`config.mk`:
```
export PLATFORM = sky130hd
export DESIGN_NAME = mips32_prog_loader
export DESIGN_NICKNAME = d
export VERILOG_FILES = /design/src/rtl/mips32_pkg.sv /design/src/rtl/mips32_ldr_timeout.sv /design/src/rtl/mips32_prog_loader.sv
export SDC_FILE = /design/constraint.sdc
export NUM_CORES = 1
export LEC_CHECK = 0
export CAP_MARGIN = 25
export CORE_UTILIZATION = 50
export DETAILED_ROUTE_END_ITERATION = 8
export GPL_TIMING_DRIVEN = 0
export MAX_ROUTING_LAYER = met4
export PLACE_DENSITY = 0.76
export SLEW_MARGIN = 20
export SYNTH_ARGS = -nofsm -noshare
export SYNTH_HDL_FRONTEND = slang
export SYNTH_SLANG_ARGS = --single-unit
```
`constraint.sdc`:
```
create_clock -name clk1 -period 2.46 [get_ports clk1]
set_input_delay 0.246 -clock clk1 [delete_from_list [all_inputs] [get_ports clk1]]
set_output_delay 0.246 -clock clk1 [all_outputs]
set_load 0.01 [all_outputs]
```
`src/rtl/mips32_pkg.sv`:
```
// Shared definitions for the MIPS32 program loader: FSM states, header word layout
// and the default RUN-phase timeout.
package mips32_pkg;

    typedef enum logic [2:0] {
        ST_IDLE  = 3'd0,
        ST_HDR   = 3'd1,
        ST_DATA  = 3'd2,
        ST_START = 3'd3,
        ST_RUN   = 3'd4,
        ST_DONE  = 3'd5,
        ST_ERR   = 3'd6
    } ldr_state_e;

    localparam int HDR_COUNT_MSB     = 31;
    localparam int HDR_COUNT_LSB     = 16;
    localparam int HDR_BASE_MSB      = 15;
    localparam int HDR_BASE_LSB      = 0;
    localparam int HDR_FIELD_W       = 16;
    localparam int HALT_WAIT_DEFAULT = 4095;

    function automatic logic [HDR_FIELD_W-1:0] hdrCount(input logic [31:0] word);
        return word[HDR_COUNT_MSB:HDR_COUNT_LSB];
    endfunction

    function automatic logic [HDR_FIELD_W-1:0] hdrBase(input logic [31:0] word);
        return word[HDR_BASE_MSB:HDR_BASE_LSB];
    endfunction

endpackage

```
`src/rtl/mips32_ldr_timeout.sv`:
```
// Counts cycles spent in RUN; expired_o flags the cycle in which the HALT_WAIT-th
// RUN edge is about to occur. The count restarts whenever run_i drops.
module mips32_ldr_timeout
    import mips32_pkg::*;
#(
    parameter int HALT_WAIT = HALT_WAIT_DEFAULT
)(
    input  logic clk_i,
    input  logic rst_i,
    input  logic run_i,
    output logic expired_o
);

    localparam int               CNT_W = (HALT_WAIT > 1) ? $clog2(HALT_WAIT) : 1;
    localparam logic [CNT_W-1:0] LAST  = CNT_W'(HALT_WAIT - 1);

    logic [CNT_W-1:0] count_q, count_d;

    assign expired_o = run_i && (count_q == LAST);

    always_comb begin
        count_d = count_q;
        if (!run_i) begin
            count_d = '0;
        end else if (!expired_o) begin
            count_d = count_q + CNT_W'(1);
        end
    end

    always_ff @(posedge clk_i) begin
        if (rst_i) begin
            count_q <= '0;
        end else begin
            count_q <= count_d;
        end
    end

endmodule

```
`src/rtl/mips32_prog_loader.sv`:
```
// Streams a header plus N program words into MIPS32 memory, pulses cpu_start and waits
// for HALTED. Define MIPS32_LOADER_CHECKSUM_EN to require a trailing checksum word.
module mips32_prog_loader
    import mips32_pkg::*;
#(
    parameter int ADDR_W    = 10,
    parameter int HALT_WAIT = HALT_WAIT_DEFAULT
)(
    input  logic              clk1,
    input  logic              rst,
    input  logic              s_valid,
    input  logic [31:0]       s_data,
    output logic              s_ready,
    output logic              mem_we,
    output logic [ADDR_W-1:0] mem_addr,
    output logic [31:0]       mem_wdata,
    output logic              cpu_start,
    input  logic              cpu_halted,
    output logic              busy,
    output logic              done,
    output logic              err
);

    ldr_state_e             state_q, state_d;
    logic [HDR_FIELD_W-1:0] count_q, count_d;
    logic [HDR_FIELD_W-1:0] idx_q, idx_d;
    logic [ADDR_W-1:0]      base_q, base_d;
    logic [ADDR_W-1:0]      memAddr_q, memAddr_d;
    logic [31:0]            memWdata_q, memWdata_d;
    logic                   memWe_q, memWe_d;
    logic                   cpuStart_q, cpuStart_d;
    logic                   done_q, done_d;
    logic                   err_q, err_d;
    logic                   transfer;
    logic                   runActive;
    logic                   runExpired;
`ifdef MIPS32_LOADER_CHECKSUM_EN
    logic [31:0]            sum_q, sum_d;
`endif

    assign runActive = (state_q == ST_RUN);

    mips32_ldr_timeout #(
        .HALT_WAIT (HALT_WAIT)
    ) u_timeout (
        .clk_i     (clk1),
        .rst_i     (rst),
        .run_i     (runActive),
        .expired_o (runExpired)
    );

    assign s_ready   = (state_q == ST_IDLE) || (state_q == ST_HDR) || (state_q == ST_DATA);
    assign transfer  = s_valid && s_ready;
    assign busy      = (state_q != ST_IDLE);
    assign mem_we    = memWe_q;
    assign mem_addr  = memAddr_q;
    assign mem_wdata = memWdata_q;
    assign cpu_start = cpuStart_q;
    assign done      = done_q;
    assign err       = err_q;

    // Memory and start outputs are registered so each lands exactly one cycle after
    // the decision that produced it.
    always_comb begin
        state_d    = state_q;
        count_d    = count_q;
        idx_d      = idx_q;
        base_d     = base_q;
        memAddr_d  = memAddr_q;
        memWdata_d = memWdata_q;
        memWe_d    = 1'b0;
        cpuStart_d = 1'b0;
        done_d     = done_q;
        err_d      = err_q;
`ifdef MIPS32_LOADER_CHECKSUM_EN
        sum_d      = sum_q;
`endif

        case (state_q)
            // HDR is never entered; it decodes like IDLE so the encoding stays harmless.
            ST_IDLE, ST_HDR: begin
                if (transfer) begin
                    count_d = hdrCount(s_data);
                    base_d  = ADDR_W'(hdrBase(s_data));
                    idx_d   = '0;
                    done_d  = 1'b0;
`ifdef MIPS32_LOADER_CHECKSUM_EN
                    sum_d   = s_data;
`endif
                    if (hdrCount(s_data) == '0) begin
                        state_d = ST_ERR;
                        err_d   = 1'b1;
                    end else begin
                        state_d = ST_DATA;
                    end
                end
            end

            ST_DATA: begin
                if (transfer) begin
`ifdef MIPS32_LOADER_CHECKSUM_EN
                    if (idx_q == count_q) begin
                        if (s_data == sum_q) begin
                            state_d = ST_START;
                        end else begin
                            state_d = ST_ERR;
                            err_d   = 1'b1;
                        end
                    end else begin
                        memWe_d    = 1'b1;
                        memAddr_d  = base_q + ADDR_W'(idx_q);
                        memWdata_d = s_data;
                        idx_d      = idx_q + 16'd1;
                        sum_d      = sum_q + s_data;
                    end
`else
                    memWe_d    = 1'b1;
                    memAddr_d  = base_q + ADDR_W'(idx_q);
                    memWdata_d = s_data;
                    idx_d      = idx_q + 16'd1;
                    if (idx_d == count_q) begin
                        state_d = ST_START;
                    end
`endif
                end
            end

            ST_START: begin
                cpuStart_d = 1'b1;
                state_d    = ST_RUN;
            end

            ST_RUN: begin
                if (cpu_halted) begin
                    state_d = ST_DONE;
                    done_d  = 1'b1;
                end else if (runExpired) begin
                    state_d = ST_ERR;
                    err_d   = 1'b1;
                end
            end

            ST_DONE: begin
                state_d = ST_IDLE;
            end

            ST_ERR: begin
                state_d = ST_ERR;
            end

            default: begin
                state_d = ST_IDLE;
            end
        endcase
    end

    always_ff @(posedge clk1) begin
        if (rst) begin
            state_q    <= ST_IDLE;
            count_q    <= '0;
            idx_q      <= '0;
            base_q     <= '0;
            memAddr_q  <= '0;
            memWdata_q <= '0;
            memWe_q    <= 1'b0;
            cpuStart_q <= 1'b0;
            done_q     <= 1'b0;
            err_q      <= 1'b0;
`ifdef MIPS32_LOADER_CHECKSUM_EN
            sum_q      <= '0;
`endif
        end else begin
            state_q    <= state_d;
            count_q    <= count_d;
            idx_q      <= idx_d;
            base_q     <= base_d;
            memAddr_q  <= memAddr_d;
            memWdata_q <= memWdata_d;
            memWe_q    <= memWe_d;
            cpuStart_q <= cpuStart_d;
            done_q     <= done_d;
            err_q      <= err_d;
`ifdef MIPS32_LOADER_CHECKSUM_EN
            sum_q      <= sum_d;
`endif
        end
    end

endmodule

```
======== After elaboration in Yosys (flattened, before gate mapping) ========
Index checks and enable logic that the tools add are counted.
storage, ports and cells
  flip-flop bits (word level) ............. 103
  latch bits .............................. 0
  memory bits (writable) .................. 0
  bits in read-only memories .............. 0
  bits of input ports ..................... 36
  output and inout port bits .............. 48
  logic and storage cells ................. 69
  memories kept ........................... 0
operators by class
  add/subtract/negate cells ............... 3
  $mul .................................... 0
  divide/modulo/power cells ............... 0
  magnitude comparators ................... 0
  eq/ne operators ......................... 15
  shift operators ......................... 0
  mux-type cells .......................... 20
  bitwise operators ....................... 2
  reductions and logical operators ........ 18
operator list
  cell                                                                    count
  16-bit two-way mux                                                      2
  16-bit one-hot mux with 2 select lines                                  1
  3-bit two-way mux                                                       6
  16-bit by 1-bit adder with 16-bit output (second input constant)        1
  16-bit equality test                                                    1
  16-bit logical NOT                                                      1
  3-bit one-hot mux with 5 select lines                                   1
  12-bit by 1-bit adder with 12-bit output (second input constant)        1
  12-bit equality test (second input constant)                            1
  2-bit != test (second input constant)                                   6
  10-bit adder                                                            1
  1-bit two-way mux                                                       8
  3-bit by 2-bit equality test with 1-bit output (second input constant)  2
  3-bit equality test (second input constant)                             2
  3-bit AND reduction                                                     2
  2-bit OR reduction                                                      3
  5-bit AND reduction                                                     1
  1-bit one-hot mux with 2 select lines                                   2
  2-bit AND reduction                                                     2
  4-bit AND reduction                                                     1
  2-bit nonzero test                                                      2
  3-bit by 1-bit equality test with 1-bit output (second input constant)  1
  3-bit logical NOT                                                       1
  3-bit != test (second input constant)                                   1
  other kinds (5)                                                         8

======== Longest topological paths before layout ========
  depth after elaboration ................. 6
  mapped depth ............................ 9
  gate-level depth less buffers ........... 9

======== Cells and area by module ========
Synthesis repeated with hierarchy kept, for this count alone.
unflattened totals
  cells, all modules ...................... 619
  area total of the unflattened synthesis .. 4888.4 um2
by module, submodules not included
  module              times used  cells each  area an instance (um2)  sequential area each (um2)
  mips32_prog_loader  1           541         4220.3                  1821.7
  mips32_ldr_timeout  1           78          668.1                   240.2

======== Least setup slack after synthesis ========
No wires, ideal clock.
  path kind ............................... reg2reg
  start point ............................. register idx_q[0]
  end point ............................... register memAddr_q[8], in the netlist mem_addr[8]
  setup time .............................. 0.120 ns
  arrival time ............................ 1.869 ns
  setup slack ............................. 0.471 ns
  stages on the path, launching flop included .. 10
  path through ............................ dfxtp_1 -> ha_1 -> inv_1 -> fa_1 -> nor2b_1 -> o21a_1 -> o211ai_1 -> a31oi_1 -> nor4b_1 -> a211o_1
on the way
  word-level cells in the longest chain between the ends .. 1
ends and longest elaborated chain
  what                      RTL line                   RTL
  start: declaration        mips32_prog_loader.sv:26   logic [HDR_FIELD_W-1:0] idx_q, idx_d;
  start signal: assignment  mips32_prog_loader.sv:175  idx_q <= idx_d;
  10-bit adder              mips32_prog_loader.sv:118  memAddr_d = base_q + ADDR_W'(idx_q);
  end signal: assignment    mips32_prog_loader.sv:177  memAddr_q <= memAddr_d;
  end: declaration          mips32_prog_loader.sv:28   logic [ADDR_W-1:0] memAddr_q, memAddr_d;
Every way passes these cells.
A chain may end at the register's enable or synchronous reset.

======== Final worst setup path ========
Ends and elaborated chain as after synthesis.

==> metrics.txt <==
run status=completed; endpoints failing hold=0; WP data arrival=2.59 ns; crit path max fanout=8; drt total wl=12900 microns; CTS H-tree depth=3; crit end category=flop; Seq/Total Area, Yosys=42.6%; largest net degree at the start of global routing=20; CTS buffer count=9; post-route cell area=6050 sq um; Clk Tree Root Cell=clkbuf_8; Leak=2.16 nW; share of cells above drive strength 1=5.17%; TritonCTS clock tree=built; Total Routing Usage GR=27.6%; hold_ws=0.409 ns; Post-Syn Nets=663; first-pass GRT wire length=21200 microns; final net count=759; dpl cells=826; Final Non-Filler Cells=844; final period utilization=94.0%; Layout area overhead=25.0%; DR vias=4647; Die X=100 microns; Worst Clk Skew=0.0179 ns; syn avg cell area=7.88 sq um; Synth top area share=42.6%; Hold Path Class=input pin to flop; drt pass-1 iters=5; Initial Util=51.9%; Filler cells=818; top_reg_cell synth=dfxtp_1; Seq cells post-synth=103; worst path required time=2.74 ns; minimum clock period=2.31 ns; DRC=0; Rows=35; Post-DP Area=5830 sq um; die area=10100 sq um; drt first-iter violations=263; CTS sink count=103; commonest non-fill, non-tap cell in the layout=nand2_1; min setup slack post-route=0.149 ns; post-synth top area cell=dfxtp_1; # IOs=84; asr flop ratio synth=0%; Max Cap Viol=0; setup TNS=0 ns; PnR Total Power=3.36 mW; CP Launch Type=flop; Core ar.=9330 sq um; die height=100 microns; Post-Synthesis Cells=614; Synth Cell Area=4840 sq um; most frequent cells in the layout=nand2_1, dfxtp_1, clkdlybuf4s50_1; clk buf depth=2; final RePlAce weighted congestion=0.885; CP Class=flop to flop; Antenna Violating Nets Remaining=0; Ys Warns=0; Power Dens Cells=556 nW/um^2; Area contributors post-synth=dfxtp_1, nand2_1, a21oi_1, xnor2_1, nor2_1; n_diodes=0; pre-CTS setup slack=-0.0771 ns; Rel. slew slack=49.1%; max frequency=0.433 GHz; vias per inst=5.51; initial antenna violation count=0; clk_lat worst skew=0.38 ns; RSZ-0062 raised after global routing=no; Setup violations, final=0; hpwl dp=9830 microns; drt wl/cell=15.3 microns; worst vdd ir=290 uV; final core utilization=64.8%; total grt overflow=0; number of flops mapped to enable cells by yosys=0; Worst Tran Pin Value=0.757 ns; Slew Limit Fails=0; Port Buffers=83; clk slew on worst S/H paths=0.11 ns; Yosys cell types=57; vias in the first global route=4296
[flip-flops by register name (all words and copies together) (netlist names)]
register and flops:
cpu_start 1, done 1, state_q 3, mem_wdata 32
idx_q 16, mem_we 1, base_q 10, mem_addr 10
u_timeout.count_q 12, count_q 16, err 1
[worst paths after layout]
kind	start	endpoint	slack [ns]	cells after the start
setup / recovery	idx_q[0]$_SDFFE_PP0P_	mem_addr[8]$_SDFFE_PP0P_	0.15	9
hold / removal	s_data[13]	mem_wdata[13]$_SDFFE_PP0P_	0.41	3
setup reg to reg	idx_q[0]$_SDFFE_PP0P_	mem_addr[8]$_SDFFE_PP0P_	0.15	9
hold reg to reg	mem_addr[7]$_SDFFE_PP0P_	mem_addr[7]$_SDFFE_PP0P_	0.46	2
[critical path, cell delays in order (launching register included)]
cell and delay [ns]:
dfxtp_2 0.44, ha_1 0.24, inv_1 0.07, fa_1 0.40, nor2b_1 0.13, o21a_1 0.14
o211ai_1 0.11, a31oi_1 0.32, nor4b_1 0.09, a211o_1 0.28
[synth_stat cells (2+ instances only)]
library cell	instances
a211o_1	2
a211oi_1	5
a21o_1	2
a21oi_1	80
a221oi_1	2
a22o_1	3
a31oi_1	4
and2_1	3
and3_1	4
and4_1	2
buf_2	5
clkbuf_1	22
dfxtp_1	103
ha_1	12
inv_1	13
mux2i_1	2
nand2_1	154
nand2b_1	3
nand3_1	13
nand3b_1	2
nand4_1	9
nor2_1	42
nor2b_1	3
nor3_1	13
nor3b_1	3
nor4_1	5
o211ai_1	5
o21ai_0	27
o41ai_1	2
or3_1	7
xnor2_1	29
xor2_1	8
[metal layers]
layer  track usage [%]  part of all wire [%]  up-vias
li1                  -                     -     2306
met1              37.4                    47     2176
met2              42.6                    46      147
met3              4.11                   5.3       18
met4              8.36                   1.7        0
met5                 -                     0        -
[final cells by class]
class | count | area [sq um] | area share (%)
clock inverter | 6 | 62.6 | 1.03
timing repair buffer | 85 | 846 | 14.0
multi-input combinational | 467 | 2600 | 43.0
inverter | 14 | 52.6 | 0.869
sequential | 103 | 2060 | 34.1
clock buffer | 10 | 138 | 2.28
tap | 129 | 161 | 2.67
buffer | 30 | 124 | 2.05
[timing repair]
| action | CTS | global route |
|---|---|---|
| gates resized for setup | 0 | 1 |
| hold buffers | 0 | 0 |
| endpoints found under the setup margin | 0 | 14 |
| setup buffers | 0 | 2 |
[power by group]
part / total [mW] / internal, mW / switching, mW
clock network: 1.07 / 0.425 / 0.646
logic: 0.507 / 0.230 / 0.277
registers: 1.78 / 1.74 / 0.0494
[cells by family (layout without fill, tap and decap cells)]
family	Yosys count	count (layout)	share of synthesized area, %
XOR/XNOR	37	37	6.70
multiplexers	2	2	0.414
buffers and inverters	44	145	3.65
AO/OA/AOI/OAI	141	141	16.8
AND/OR/NAND/NOR	274	274	26.3
adder cells (fa/ha/maj)	13	13	3.52
flip-flops	103	103	42.6
Power figures use the tool's default switching activity.
